--- config.mk ---
export PLATFORM = sky130hd
export DESIGN_NAME = tx_packet_scheduler
export DESIGN_NICKNAME = d
export VERILOG_FILES = /design/src/rtl/usb_tx_pkg.sv /design/src/rtl/tx_req_latch.sv /design/src/rtl/tx_packet_scheduler.sv
export SDC_FILE = /design/constraint.sdc
export NUM_CORES = 1
export LEC_CHECK = 0
export BUFFER_PORTS_ARGS = -buffer_cell sky130_fd_sc_hd__buf_2
export CORE_UTILIZATION = 44
export DETAILED_ROUTE_END_ITERATION = 8
export PLACE_DENSITY = 0.66
export SYNTH_ARGS = -nofsm -noshare
export SYNTH_HDL_FRONTEND = slang
export SYNTH_SLANG_ARGS = --single-unit
export TNS_END_PERCENT = 5
--- constraint.sdc ---
create_clock -name clk -period 2.4 [get_ports clk]
set_clock_uncertainty 0.05 [all_clocks]
set_input_delay 0.24 -clock clk [delete_from_list [all_inputs] [get_ports clk]]
set_output_delay 0.24 -clock clk [all_outputs]
set_load 0.05 [all_outputs]
--- src/rtl/usb_tx_pkg.sv ---
// Shared types for the USB TX packet scheduler: packet codes, handshake types,
// failure codes, scheduler states and the PID selection helpers.
package usb_tx_pkg;

    typedef enum logic [2:0] {
        PKT_NONE  = 3'd0,
        PKT_ACK   = 3'd1,
        PKT_NAK   = 3'd2,
        PKT_STALL = 3'd3,
        PKT_DATA0 = 3'd4,
        PKT_DATA1 = 3'd5
    } pkt_code_t;

    typedef enum logic [1:0] {
        HS_NONE  = 2'd0,
        HS_ACK   = 2'd1,
        HS_NAK   = 2'd2,
        HS_STALL = 2'd3
    } hs_type_t;

    typedef enum logic [1:0] {
        FAIL_NONE    = 2'd0,
        FAIL_BUFFER  = 2'd1,
        FAIL_TIMEOUT = 2'd2,
        FAIL_TX_ERR  = 2'd3
    } fail_code_t;

    typedef enum logic [2:0] {
        ST_IDLE       = 3'd0,
        ST_CHECK      = 3'd1,
        ST_ISSUE      = 3'd2,
        ST_WAIT_START = 3'd3,
        ST_ACTIVE     = 3'd4,
        ST_COOLDOWN   = 3'd5
    } sched_state_t;

    localparam int MAX_BYTES_DEFAULT = 64;

    function automatic pkt_code_t data_pid(input logic toggle);
        return toggle ? PKT_DATA1 : PKT_DATA0;
    endfunction

    function automatic pkt_code_t hs_pid(input hs_type_t t);
        case (t)
            HS_ACK:   return PKT_ACK;
            HS_NAK:   return PKT_NAK;
            HS_STALL: return PKT_STALL;
            default:  return PKT_NONE;
        endcase
    endfunction

endpackage

--- src/rtl/tx_req_latch.sv ---
// Holds pending handshake/data requests and picks the winner (handshake first).
// A new request arriving on the same edge as its own clear stays pending.
module tx_req_latch
    import usb_tx_pkg::*;
(
    input  logic       clk,
    input  logic       n_rst,
    input  logic       hs_req,
    input  logic [1:0] hs_type,
    input  logic       data_req,
    input  logic       hs_clear,
    input  logic       data_clear,
    output logic       sel_hs,
    output logic       sel_data,
    output hs_type_t   hs_type_q,
    output logic       pend_any_nxt
);

    logic     hs_pending_r;
    logic     data_pending_r;
    hs_type_t hs_type_r;
    logic     hs_set_s;
    logic     hs_pend_nxt_s;
    logic     data_pend_nxt_s;

    // Next-state of the pending flags; illegal handshake type is dropped here.
    always_comb begin
        hs_set_s        = 1'b0;
        hs_pend_nxt_s   = 1'b0;
        data_pend_nxt_s = 1'b0;
        if (hs_req && (hs_type != 2'd0)) begin
            hs_set_s = 1'b1;
        end else begin
            hs_set_s = 1'b0;
        end
        hs_pend_nxt_s   = hs_set_s | (hs_pending_r & ~hs_clear);
        data_pend_nxt_s = data_req | (data_pending_r & ~data_clear);
    end

    // Pending flag and handshake type registers (last handshake type wins).
    always_ff @(posedge clk) begin
        if (n_rst) begin
            hs_pending_r   <= 1'b0;
            data_pending_r <= 1'b0;
            hs_type_r      <= HS_NONE;
        end else begin
            hs_pending_r   <= hs_pend_nxt_s;
            data_pending_r <= data_pend_nxt_s;
            if (hs_set_s) begin
                hs_type_r <= hs_type_t'(hs_type);
            end
        end
    end

    assign sel_hs       = hs_pending_r;
    assign sel_data     = data_pending_r & ~hs_pending_r;
    assign hs_type_q    = hs_type_r;
    assign pend_any_nxt = hs_pend_nxt_s | data_pend_nxt_s;

endmodule

--- src/rtl/tx_packet_scheduler.sv ---
// Sequences one TX packet at a time: arbitration, buffer check, single-cycle
// packet code issue, start/transfer supervision, inter-packet gap and DATA PID toggle.
module tx_packet_scheduler
    import usb_tx_pkg::*;
#(
    parameter int START_TIMEOUT = 16,
    parameter int IPG_CYCLES    = 8,
    parameter int MAX_BYTES     = MAX_BYTES_DEFAULT
) (
    input  logic       clk,
    input  logic       n_rst,
    input  logic       hs_req,
    input  logic [1:0] hs_type,
    input  logic       data_req,
    input  logic       toggle_clear,
    input  logic [6:0] buffer_occupancy,
    input  logic       TX_transfer_active,
    input  logic       TX_err,
    output logic [2:0] TX_packet,
    output logic       busy,
    output logic       done,
    output logic       fail,
    output logic [1:0] fail_code,
    output logic       data_toggle
);

    localparam int TO_W  = $clog2(START_TIMEOUT + 1);
    localparam int IPG_W = $clog2(IPG_CYCLES + 1);

    sched_state_t      state_r;
    pkt_code_t         tx_packet_r;
    fail_code_t        fail_code_r;
    logic              busy_r;
    logic              done_r;
    logic              fail_r;
    logic              toggle_r;
    logic              cur_is_data_r;
    logic [TO_W-1:0]   timeout_cnt_r;
    logic [IPG_W-1:0]  ipg_cnt_r;

    logic              sel_hs_s;
    logic              sel_data_s;
    hs_type_t          hs_type_q_s;
    logic              pend_any_nxt_s;
    logic              hs_clear_s;
    logic              data_clear_s;

    tx_req_latch u_req_latch (
        .clk          (clk),
        .n_rst        (n_rst),
        .hs_req       (hs_req),
        .hs_type      (hs_type),
        .data_req     (data_req),
        .hs_clear     (hs_clear_s),
        .data_clear   (data_clear_s),
        .sel_hs       (sel_hs_s),
        .sel_data     (sel_data_s),
        .hs_type_q    (hs_type_q_s),
        .pend_any_nxt (pend_any_nxt_s)
    );

    // A request is consumed on the edge the FSM leaves IDLE for it.
    always_comb begin
        hs_clear_s   = 1'b0;
        data_clear_s = 1'b0;
        if (state_r == ST_IDLE) begin
            hs_clear_s   = sel_hs_s;
            data_clear_s = sel_data_s;
        end else begin
            hs_clear_s   = 1'b0;
            data_clear_s = 1'b0;
        end
    end

    // Scheduler FSM with counters, toggle and registered outputs.
    always_ff @(posedge clk) begin
        if (n_rst) begin
            state_r       <= ST_IDLE;
            tx_packet_r   <= PKT_NONE;
            fail_code_r   <= FAIL_NONE;
            busy_r        <= 1'b0;
            done_r        <= 1'b0;
            fail_r        <= 1'b0;
            toggle_r      <= 1'b0;
            cur_is_data_r <= 1'b0;
            timeout_cnt_r <= '0;
            ipg_cnt_r     <= '0;
        end else begin
            tx_packet_r <= PKT_NONE;
            fail_code_r <= FAIL_NONE;
            done_r      <= 1'b0;
            fail_r      <= 1'b0;
            busy_r      <= 1'b1;
            case (state_r)
                ST_IDLE: begin
                    if (sel_hs_s) begin
                        state_r       <= ST_ISSUE;
                        tx_packet_r   <= hs_pid(hs_type_q_s);
                        cur_is_data_r <= 1'b0;
                    end else if (sel_data_s) begin
                        state_r       <= ST_CHECK;
                        cur_is_data_r <= 1'b1;
                    end else begin
                        busy_r <= pend_any_nxt_s;
                    end
                end
                ST_CHECK: begin
                    if ((buffer_occupancy == 7'd0) || (buffer_occupancy > 7'(MAX_BYTES))) begin
                        fail_r      <= 1'b1;
                        fail_code_r <= FAIL_BUFFER;
                        state_r     <= ST_IDLE;
                        busy_r      <= pend_any_nxt_s;
                    end else begin
                        state_r     <= ST_ISSUE;
                        tx_packet_r <= data_pid(toggle_r);
                    end
                end
                ST_ISSUE: begin
                    state_r       <= ST_WAIT_START;
                    timeout_cnt_r <= '0;
                end
                ST_WAIT_START: begin
                    if (TX_transfer_active) begin
                        state_r <= ST_ACTIVE;
                    end else if (TX_err) begin
                        fail_r      <= 1'b1;
                        fail_code_r <= FAIL_TX_ERR;
                        state_r     <= ST_COOLDOWN;
                        ipg_cnt_r   <= '0;
                    end else if (timeout_cnt_r >= TO_W'(START_TIMEOUT - 1)) begin
                        fail_r      <= 1'b1;
                        fail_code_r <= FAIL_TIMEOUT;
                        state_r     <= ST_COOLDOWN;
                        ipg_cnt_r   <= '0;
                    end else begin
                        timeout_cnt_r <= timeout_cnt_r + TO_W'(1);
                    end
                end
                ST_ACTIVE: begin
                    if (!TX_transfer_active) begin
                        if (TX_err) begin
                            fail_r      <= 1'b1;
                            fail_code_r <= FAIL_TX_ERR;
                        end else begin
                            done_r <= 1'b1;
                            if (cur_is_data_r) begin
                                toggle_r <= ~toggle_r;
                            end
                        end
                        state_r   <= ST_COOLDOWN;
                        ipg_cnt_r <= '0;
                    end
                end
                ST_COOLDOWN: begin
                    if (ipg_cnt_r >= IPG_W'(IPG_CYCLES - 1)) begin
                        state_r <= ST_IDLE;
                        busy_r  <= pend_any_nxt_s;
                    end else begin
                        ipg_cnt_r <= ipg_cnt_r + IPG_W'(1);
                    end
                end
                default: begin
                    state_r <= ST_IDLE;
                    busy_r  <= pend_any_nxt_s;
                end
            endcase
            // Clear takes precedence over a same-edge completion flip.
            if (toggle_clear) begin
                toggle_r <= 1'b0;
            end
        end
    end

    assign TX_packet   = tx_packet_r;
    assign busy        = busy_r;
    assign done        = done_r;
    assign fail        = fail_r;
    assign fail_code   = fail_code_r;
    assign data_toggle = toggle_r;

endmodule

==> metrics.json, run 1 <==
{
  "global_routing": {
    "grt_first_pass_wirelength_um": 4823,
    "first_global_vias": 1053,
    "globalRouteOverflowTotal": 0,
    "grt_usage_pct": 18.94,
    "antenna_violations_before_repair": 0,
    "grt_max_degree": 31
  },
  "power_and_ir_drop": {
    "power.switching_fraction_pct": 26.97,
    "irDropWorstVdd_uv": 395.6,
    "cellInternalPower_uw": 678.1,
    "totalPowerFinal_uw": 928.6,
    "power_density_mw_per_mm2": 616.4,
    "relative_contribution_of_the_clock_network_to_total_power_pct": 32.5,
    "power.share.combinational_pct": 16.6,
    "p_leak_uw": 0.0005881,
    "switchingPower_uw": 250.4,
    "power.share.sequential_pct": 50.9
  },
  "die": {
    "core_area_mm2": 0.002781,
    "initial_core_utilization_pct": 46.47,
    "die_height_um": 56.20,
    "dieArea_mm2": 0.003158,
    "placement_row_count": 19,
    "die_w_um": 56.20,
    "i_o_pin_count": 25
  },
  "worst_setup_path": {
    "critical_path_depth": 7,
    "cp_num_buf_inv": 0,
    "critPathArrivalTime_ns": 2.41,
    "worst-setup-path-type": "reg -> reg",
    "timing.critical_path.required_ns": 2.55,
    "cpMostUsedCell": "ha_1",
    "path_cells": "ha_1 > and3_1 > ha_1 > nor4_1 > nand2_1 > a21oi_1 > o32ai_1",
    "critPathLaunchType": "register",
    "critPathMaxFanout": 5,
    "worst-r2r-cell-count": 7,
    "cp-end-kind": "register",
    "cpLargestDelayFamily": "simple AND/OR/NAND/NOR gates",
    "critPathSlowestCell": "nor4_1",
    "timing.critical_path.slowest_cell_delay_ns": 0.40
  },
  "cts": {
    "worst_setup_hold_path_clk_slew_ns": 0.14,
    "ctsLongestPathBuffers": 2,
    "ctsRootBufferMaster": "clkbuf_4",
    "cts.sink_count": 26,
    "cts-buffers-inserted": 3,
    "post-cts-setup-buffer-count": 0,
    "tritoncts_clock_tree": "built",
    "ctsHtreeMaxLevel": 1,
    "clock_latency_ns": 0.32
  },
  "cells_and_area": {
    "mostFrequentLayoutCells": "26 x dfxtp_1, 24 x buf_2, 17 x a21oi_1, 10 x nand2_1, 9 x nor2_1",
    "seqCellArea_um2": 520.5,
    "most_common_cell_after_layout_fill_and_taps_aside": "dfxtp_1",
    "post_route_cells_drive_above_1_share_pct": 20.11,
    "syn2layout_area_growth_pct": 16.55,
    "layout.filler_cells": 264,
    "multiInputGateArea_um2": 726.9,
    "num-nets-final": 194,
    "n_antenna_cell": 0,
    "post-route-cell-area_mm2": 0.001506
  },
  "placement": {
    "finalWeightedCongestion": 0.7749,
    "post-place-ws_ns": 0.2108,
    "dpl_cell_area_mm2": 0.001444,
    "dp.final_hpwl_um": 2104,
    "port-buffer-count": 24
  },
  "flow_run": {
    "cap_viol_max_count": 0
  },
  "timing": {
    "min_period_ns": 2.264,
    "timing.slew.headroom_pct": 54.79,
    "final.setup.worst_slack_ns": 0.1358,
    "fmax_mhz": 441.7,
    "setup_viol": 0,
    "worst_slew_pin_slew_ns": 0.6741,
    "finalCritPeriodShare_pct": 94.34,
    "grt_setup_unrepaired": "false",
    "timing_max_transition_violations_final": 0,
    "final.setup.tns_ns": 0,
    "final-hold-violation-count": 0
  },
  "yosys": {
    "avgSynthCellArea_um2": 8.617,
    "synth-warning-count": 0,
    "synth-seq-cells": 26,
    "cells_after_synthesis": 150,
    "synth.top_cells.by_area": "dfxtp_1 40%, a21oi_1 6.6%, ha_1 2.9%, nand2_1 2.9%, nand2b_1 2.9%",
    "synth_cell_types": 40,
    "postSynthNetCount": 169,
    "synth_top_area_share_pct": 40.27,
    "seq_area_frac_synth_pct": 40.27,
    "ys_dominant_reg_cell": "dfxtp_1",
    "yosysTopAreaCell": "dfxtp_1",
    "post_synth_instance_area_mm2": 0.001292,
    "synth_enable_flop_cells": 0,
    "asyncSetResetFlopFracSynth_pct": 0
  },
  "min_path": {
    "hold_path_depth": 3,
    "hold_path_class": "in -> reg"
  },
  "route": {
    "routed_wirelength_um": 2830,
    "wl_per_cell_um": 13.80,
    "routed-via-count": 1237,
    "drt_iter0_drc": 39,
    "drc_errors": 0,
    "dr.pass1.iters": 5,
    "number_of_antenna_violating_nets_in_the_routed_design": 0,
    "vias_per_cell": 6.034
  },
  "outcome": {
    "run_status": "completed"
  }
}
state kept, by name, summed over array words and instances (netlist names):
signal,flops
timeout_cnt_r,5
ipg_cnt_r,4
TX_packet,3
state_r,3
fail_code,2
u_req_latch.hs_type_q,2
busy,1
cur_is_data_r,1
data_toggle,1
done,1
fail,1
u_req_latch.data_pending_r,1
u_req_latch.sel_hs,1
path summary, 6_finish.rpt:
kind	startpoint	end	slack (ns)
setup / recovery	timeout_cnt_r[0]	timeout_cnt_r[1]	0.14
hold / removal	data_req	u_req_latch.data_pending_r	0.09
setup reg to reg	timeout_cnt_r[0]	timeout_cnt_r[1]	0.14
hold reg to reg	u_req_latch.hs_type_q[1]	u_req_latch.hs_type_q[1]	0.42
synthesized netlist by cell type (2+ instances only):
| cell type | instances |
|---|---|
| and3b_1 | 2 |
| nor3_1 | 7 |
| a31oi_1 | 4 |
| o21a_1 | 2 |
| nor4_1 | 2 |
| nand2_1 | 10 |
| clkbuf_1 | 8 |
| nand2b_1 | 6 |
| or4_4 | 2 |
| nand3b_1 | 2 |
| nor2_1 | 9 |
| o21ai_0 | 5 |
| a211o_1 | 2 |
| a21oi_1 | 17 |
| nand3_1 | 4 |
| dfxtp_1 | 26 |
| o311ai_0 | 3 |
| o31ai_1 | 4 |
| inv_1 | 4 |
| a211oi_1 | 4 |
| nor3b_1 | 2 |
| and3_1 | 2 |
| ha_1 | 3 |
| nand4_1 | 4 |
logic make-up after synthesis:
family | Yosys count | synth area share [%]
AOI/OAI and AO/OA | 50 | 26.82
xor gates and xnor gates | 1 | 0.6778
adders and majority gates | 3 | 2.904
buffers and inverters | 12 | 3.485
DFF | 26 | 40.27
muxes | 1 | 0.7745
and+or+nand+nor | 57 | 25.07
cell type report:
type	instances	share of cell area, %
clock buffer	3	1.495
clock inverter	1	1.993
inverter	4	0.9967
multi-input combinational	112	48.26
sequential	26	34.55
tap	31	2.575
timing repair buffer	28	10.13
per-layer routing:
metal | wire length (um) | track usage [%] | part of all wire [%]
met1 | 1272 | 26.16 | 45
met2 | 1377 | 31.29 | 49
met3 | 163 | 2.093 | 5.8
met4 | 17 | 5.226 | 0.60
met5 | 0 | 0 | 0
power by group through the flow:
stage	Combinational, uW	Sequential, uW	Clock, uW
6_report	154	473	302
5_1_grt	169	477	322
3_5_place_dp	152	482	0
3_3_place_gp	150	481	0
2_1_floorplan	99.2	490	0
4_1_cts	154	473	308
stage by stage:
step / util [%] / cells / hold slack (ns)
2_1_floorplan: - / 150 / 0.2668
3_3_place_gp: 51.91 / 200 / 0.3519
3_5_place_dp: 51.91 / 200 / 0.3596
4_1_cts: 54.16 / 205 / 0.08609
5_1_grt: 54.16 / 205 / 0.07758
6_report: 54.16 / 205 / 0.08594
tightest hold or removal path, cell delays in order:
cell and delay [ns]:
buf_2 0.09, a21oi_1 0.03, nor2_1 0.07
repair_timing:
| item | in CTS | in global routing |
|---|---|---|
| hold endpoints to repair | 1 | 0 |
| gates resized for setup | 0 | 0 |
| hold buffers | 1 | 0 |
No activity file was read; power rests on OpenSTA's default activity.
==> inputs of run 2 (changes only) <==
--- a/config.mk
+++ b/config.mk
@@ -8,6 +8,7 @@
 export BUFFER_PORTS_ARGS = -buffer_cell sky130_fd_sc_hd__buf_2
 export CORE_UTILIZATION = 44
 export DETAILED_ROUTE_END_ITERATION = 8
+export HOLD_SLACK_MARGIN = 0.12
 export PLACE_DENSITY = 0.66
 export SYNTH_ARGS = -nofsm -noshare
 export SYNTH_HDL_FRONTEND = slang
==> run 2 against run 1 <==
Wire length rose by 1.7%. Sequential cell count did not move. Final area rose by 2.7%. Core utilization rose by 1.4 points. Combinational power rose by 3%. First-iteration DRC count rose by 46%. Clock power barely moved. Fmax fell by 0.20%. Largest cell class unchanged.
==> metrics.json, run 2 (synthesis results as in run 1) <==
{
  "timing": {
    "setup_viol": 0,
    "min_period_ns": 2.269,
    "finalCritPeriodShare_pct": 94.53,
    "timing_max_transition_violations_final": 0,
    "final.setup.worst_slack_ns": 0.1313,
    "fmax_mhz": 440.8,
    "final-hold-violation-count": 0,
    "timing.slew.headroom_pct": 55.83,
    "worst_slew_pin_slew_ns": 0.6586,
    "grt_setup_unrepaired": "false",
    "final.setup.tns_ns": 0
  },
  "worst_setup_path": {
    "worst-r2r-cell-count": 7,
    "critPathSlowestCell": "nor4_1",
    "critPathArrivalTime_ns": 2.42,
    "timing.critical_path.required_ns": 2.55,
    "worst-setup-path-type": "reg -> reg",
    "cp-end-kind": "register",
    "worst_setup_path_endpoint": "timeout_cnt_r[1]",
    "critical_path.reg2reg.endpoint": "timeout_cnt_r[1]",
    "critPathMaxFanout": 5,
    "timing.critical_path.slowest_cell_delay_ns": 0.40,
    "timing.reg2reg.setup_slack_ns": 0.13,
    "critical_path.reg2reg.startpoint": "timeout_cnt_r[0]",
    "critPathLaunchType": "register",
    "critPathLaunch": "timeout_cnt_r[0]",
    "path_cells": "ha_1 > and3_1 > ha_1 > nor4_1 > nand2_1 > a21oi_1 > o32ai_1",
    "cpMostUsedCell": "ha_1"
  },
  "route": {
    "dr.max_layer_used": "met4",
    "dr.pass1.iters": 4,
    "drt_iter0_drc": 57,
    "routed_wirelength_um": 2877,
    "wl_per_cell_um": 13.77,
    "routed-wl-met3_um": 144,
    "routed-wl-met2_um": 1420,
    "drc_errors": 0,
    "routed_metal_1_wirelength_um": 1294,
    "vias_per_cell": 5.904,
    "routed-via-count": 1234,
    "number_of_antenna_violating_nets_in_the_routed_design": 0
  },
  "die": {
    "i_o_pin_count": 25,
    "core_area_mm2": 0.002781,
    "die_w_um": 56.20,
    "placement_row_count": 19,
    "die_height_um": 56.20,
    "dieArea_mm2": 0.003158,
    "initial_core_utilization_pct": 46.47
  },
  "placement": {
    "port-buffer-count": 24,
    "post-place-ws_ns": 0.2108,
    "finalWeightedCongestion": 0.7749,
    "dp.cells": 200,
    "dp.final_hpwl_um": 2104
  },
  "cts": {
    "worst_setup_hold_path_clk_slew_ns": 0.14,
    "tritoncts_clock_tree": "built",
    "cts.sink_count": 26,
    "ctsHtreeMaxLevel": 1,
    "ctsRootBufferMaster": "clkbuf_4",
    "ctsLongestPathBuffers": 2,
    "cts-buffers-inserted": 3,
    "clock_latency_ns": 0.32
  },
  "min_path": {
    "hold_path_class": "in -> reg",
    "hold_path_depth": 3
  },
  "cells_and_area": {
    "layout.filler_cells": 260,
    "syn2layout_area_growth_pct": 19.65,
    "largest_register_ffs": 5,
    "most_common_cell_after_layout_fill_and_taps_aside": "dfxtp_1",
    "n_antenna_cell": 0,
    "layout.cells.non_filler": 209,
    "post_route_cells_drive_above_1_share_pct": 19.66,
    "largest_register": "timeout_cnt_r",
    "num-nets-final": 198,
    "largestRegisters": "timeout_cnt_r (5), ipg_cnt_r (4)",
    "post-route-util_pct": 55.60,
    "mostFrequentLayoutCells": "26 x dfxtp_1, 24 x buf_2, 17 x a21oi_1, 10 x nand2_1, 9 x nor2_1"
  },
  "global_routing": {
    "globalRouteOverflowTotal": 0,
    "antenna_violations_before_repair": 0,
    "grt_max_degree": 31,
    "grt_first_pass_wirelength_um": 4878,
    "first_global_vias": 1093,
    "grt_usage_pct": 19.13
  },
  "power_and_ir_drop": {
    "power_density_mw_per_mm2": 602.9,
    "irDropWorstVdd_uv": 395.8,
    "p_leak_uw": 0.0006048
  },
  "flow_run": {
    "cap_viol_max_count": 0
  },
  "outcome": {
    "run_status": "completed"
  }
}
run 2: cell types whose count changed in the layout (fill, tap and decap cells not counted), sizes merged:
cell / before / now
dlygate4sd3: 1 / 5
run 2: per-layer routing:
metal | GRT usage, % | vias to the layer above
li1 | - | 624
met1 | 25.87 | 572
met2 | 31.97 | 36
met4 | 5.923 | 0
met5 | 0 | -
met3 | 2.093 | 2
run 2: area by class of cell:
| class | instances | area, um2 | area share [%] |
|---|---|---|---|
| multi-input cells | 112 | 726.9 | 47.01 |
| flip-flops and latches | 26 | 520.5 | 33.66 |
| repair buffers | 32 | 192.7 | 12.46 |
| well taps | 31 | 38.79 | 2.508 |
| clock inverters | 1 | 30.03 | 1.942 |
| clock buffers | 3 | 22.52 | 1.456 |
| inverters | 4 | 15.01 | 0.9709 |
run 2: per-stage QoR:
| step | instance area (um2) | total power (uW) | hold slack, ns |
|---|---|---|---|
| global route | 1546 | 973.2 | 0.1419 |
| CTS | 1546 | 938.8 | 0.1294 |
| floorplan | 1292 | 589.4 | 0.2668 |
| finish | 1546 | 932.4 | 0.1398 |
| global placement | 1444 | 630.9 | 0.3519 |
| detailed placement | 1444 | 633.2 | 0.3596 |
run 2: how the worst min path moves through the flow:
stage          slack (ns)                       end          from
2_1_floorplan        0.27               data_toggle  toggle_clear
3_3_place_gp         0.35               data_toggle  toggle_clear
3_5_place_dp         0.36               data_toggle  toggle_clear
4_1_cts              0.13  u_req_latch.hs_type_q[0]        hs_req
5_1_grt              0.14  u_req_latch.hs_type_q[0]        hs_req
6_report             0.14  u_req_latch.hs_type_q[0]        hs_req
run 2: critical path: cells and delay by family (launching register included):
kind | cells | cell delay (ns)
compound gates | 2 | 0.51
simple gates | 3 | 0.78
flops | 1 | 0.38
fa+ha+maj | 2 | 0.44
run 2: power breakdown:
group | total (uW) | switching (uW) | leakage, uW | internal, uW
clock | 300 | 132 | 0.0000279 | 169
combinational | 159 | 95.2 | 0.000365 | 63.9
sequential | 473 | 23.2 | 0.000211 | 450
total | 932 | 250 | 0.000605 | 682
run 2: timing repair:
action                                  4_1_cts  5_1_grt
buffers inserted                              0        0
resized for setup                             0        0
hold endpoints to repair                      5        0
hold buffers                                  5        0
endpoints found under the setup margin        0        0
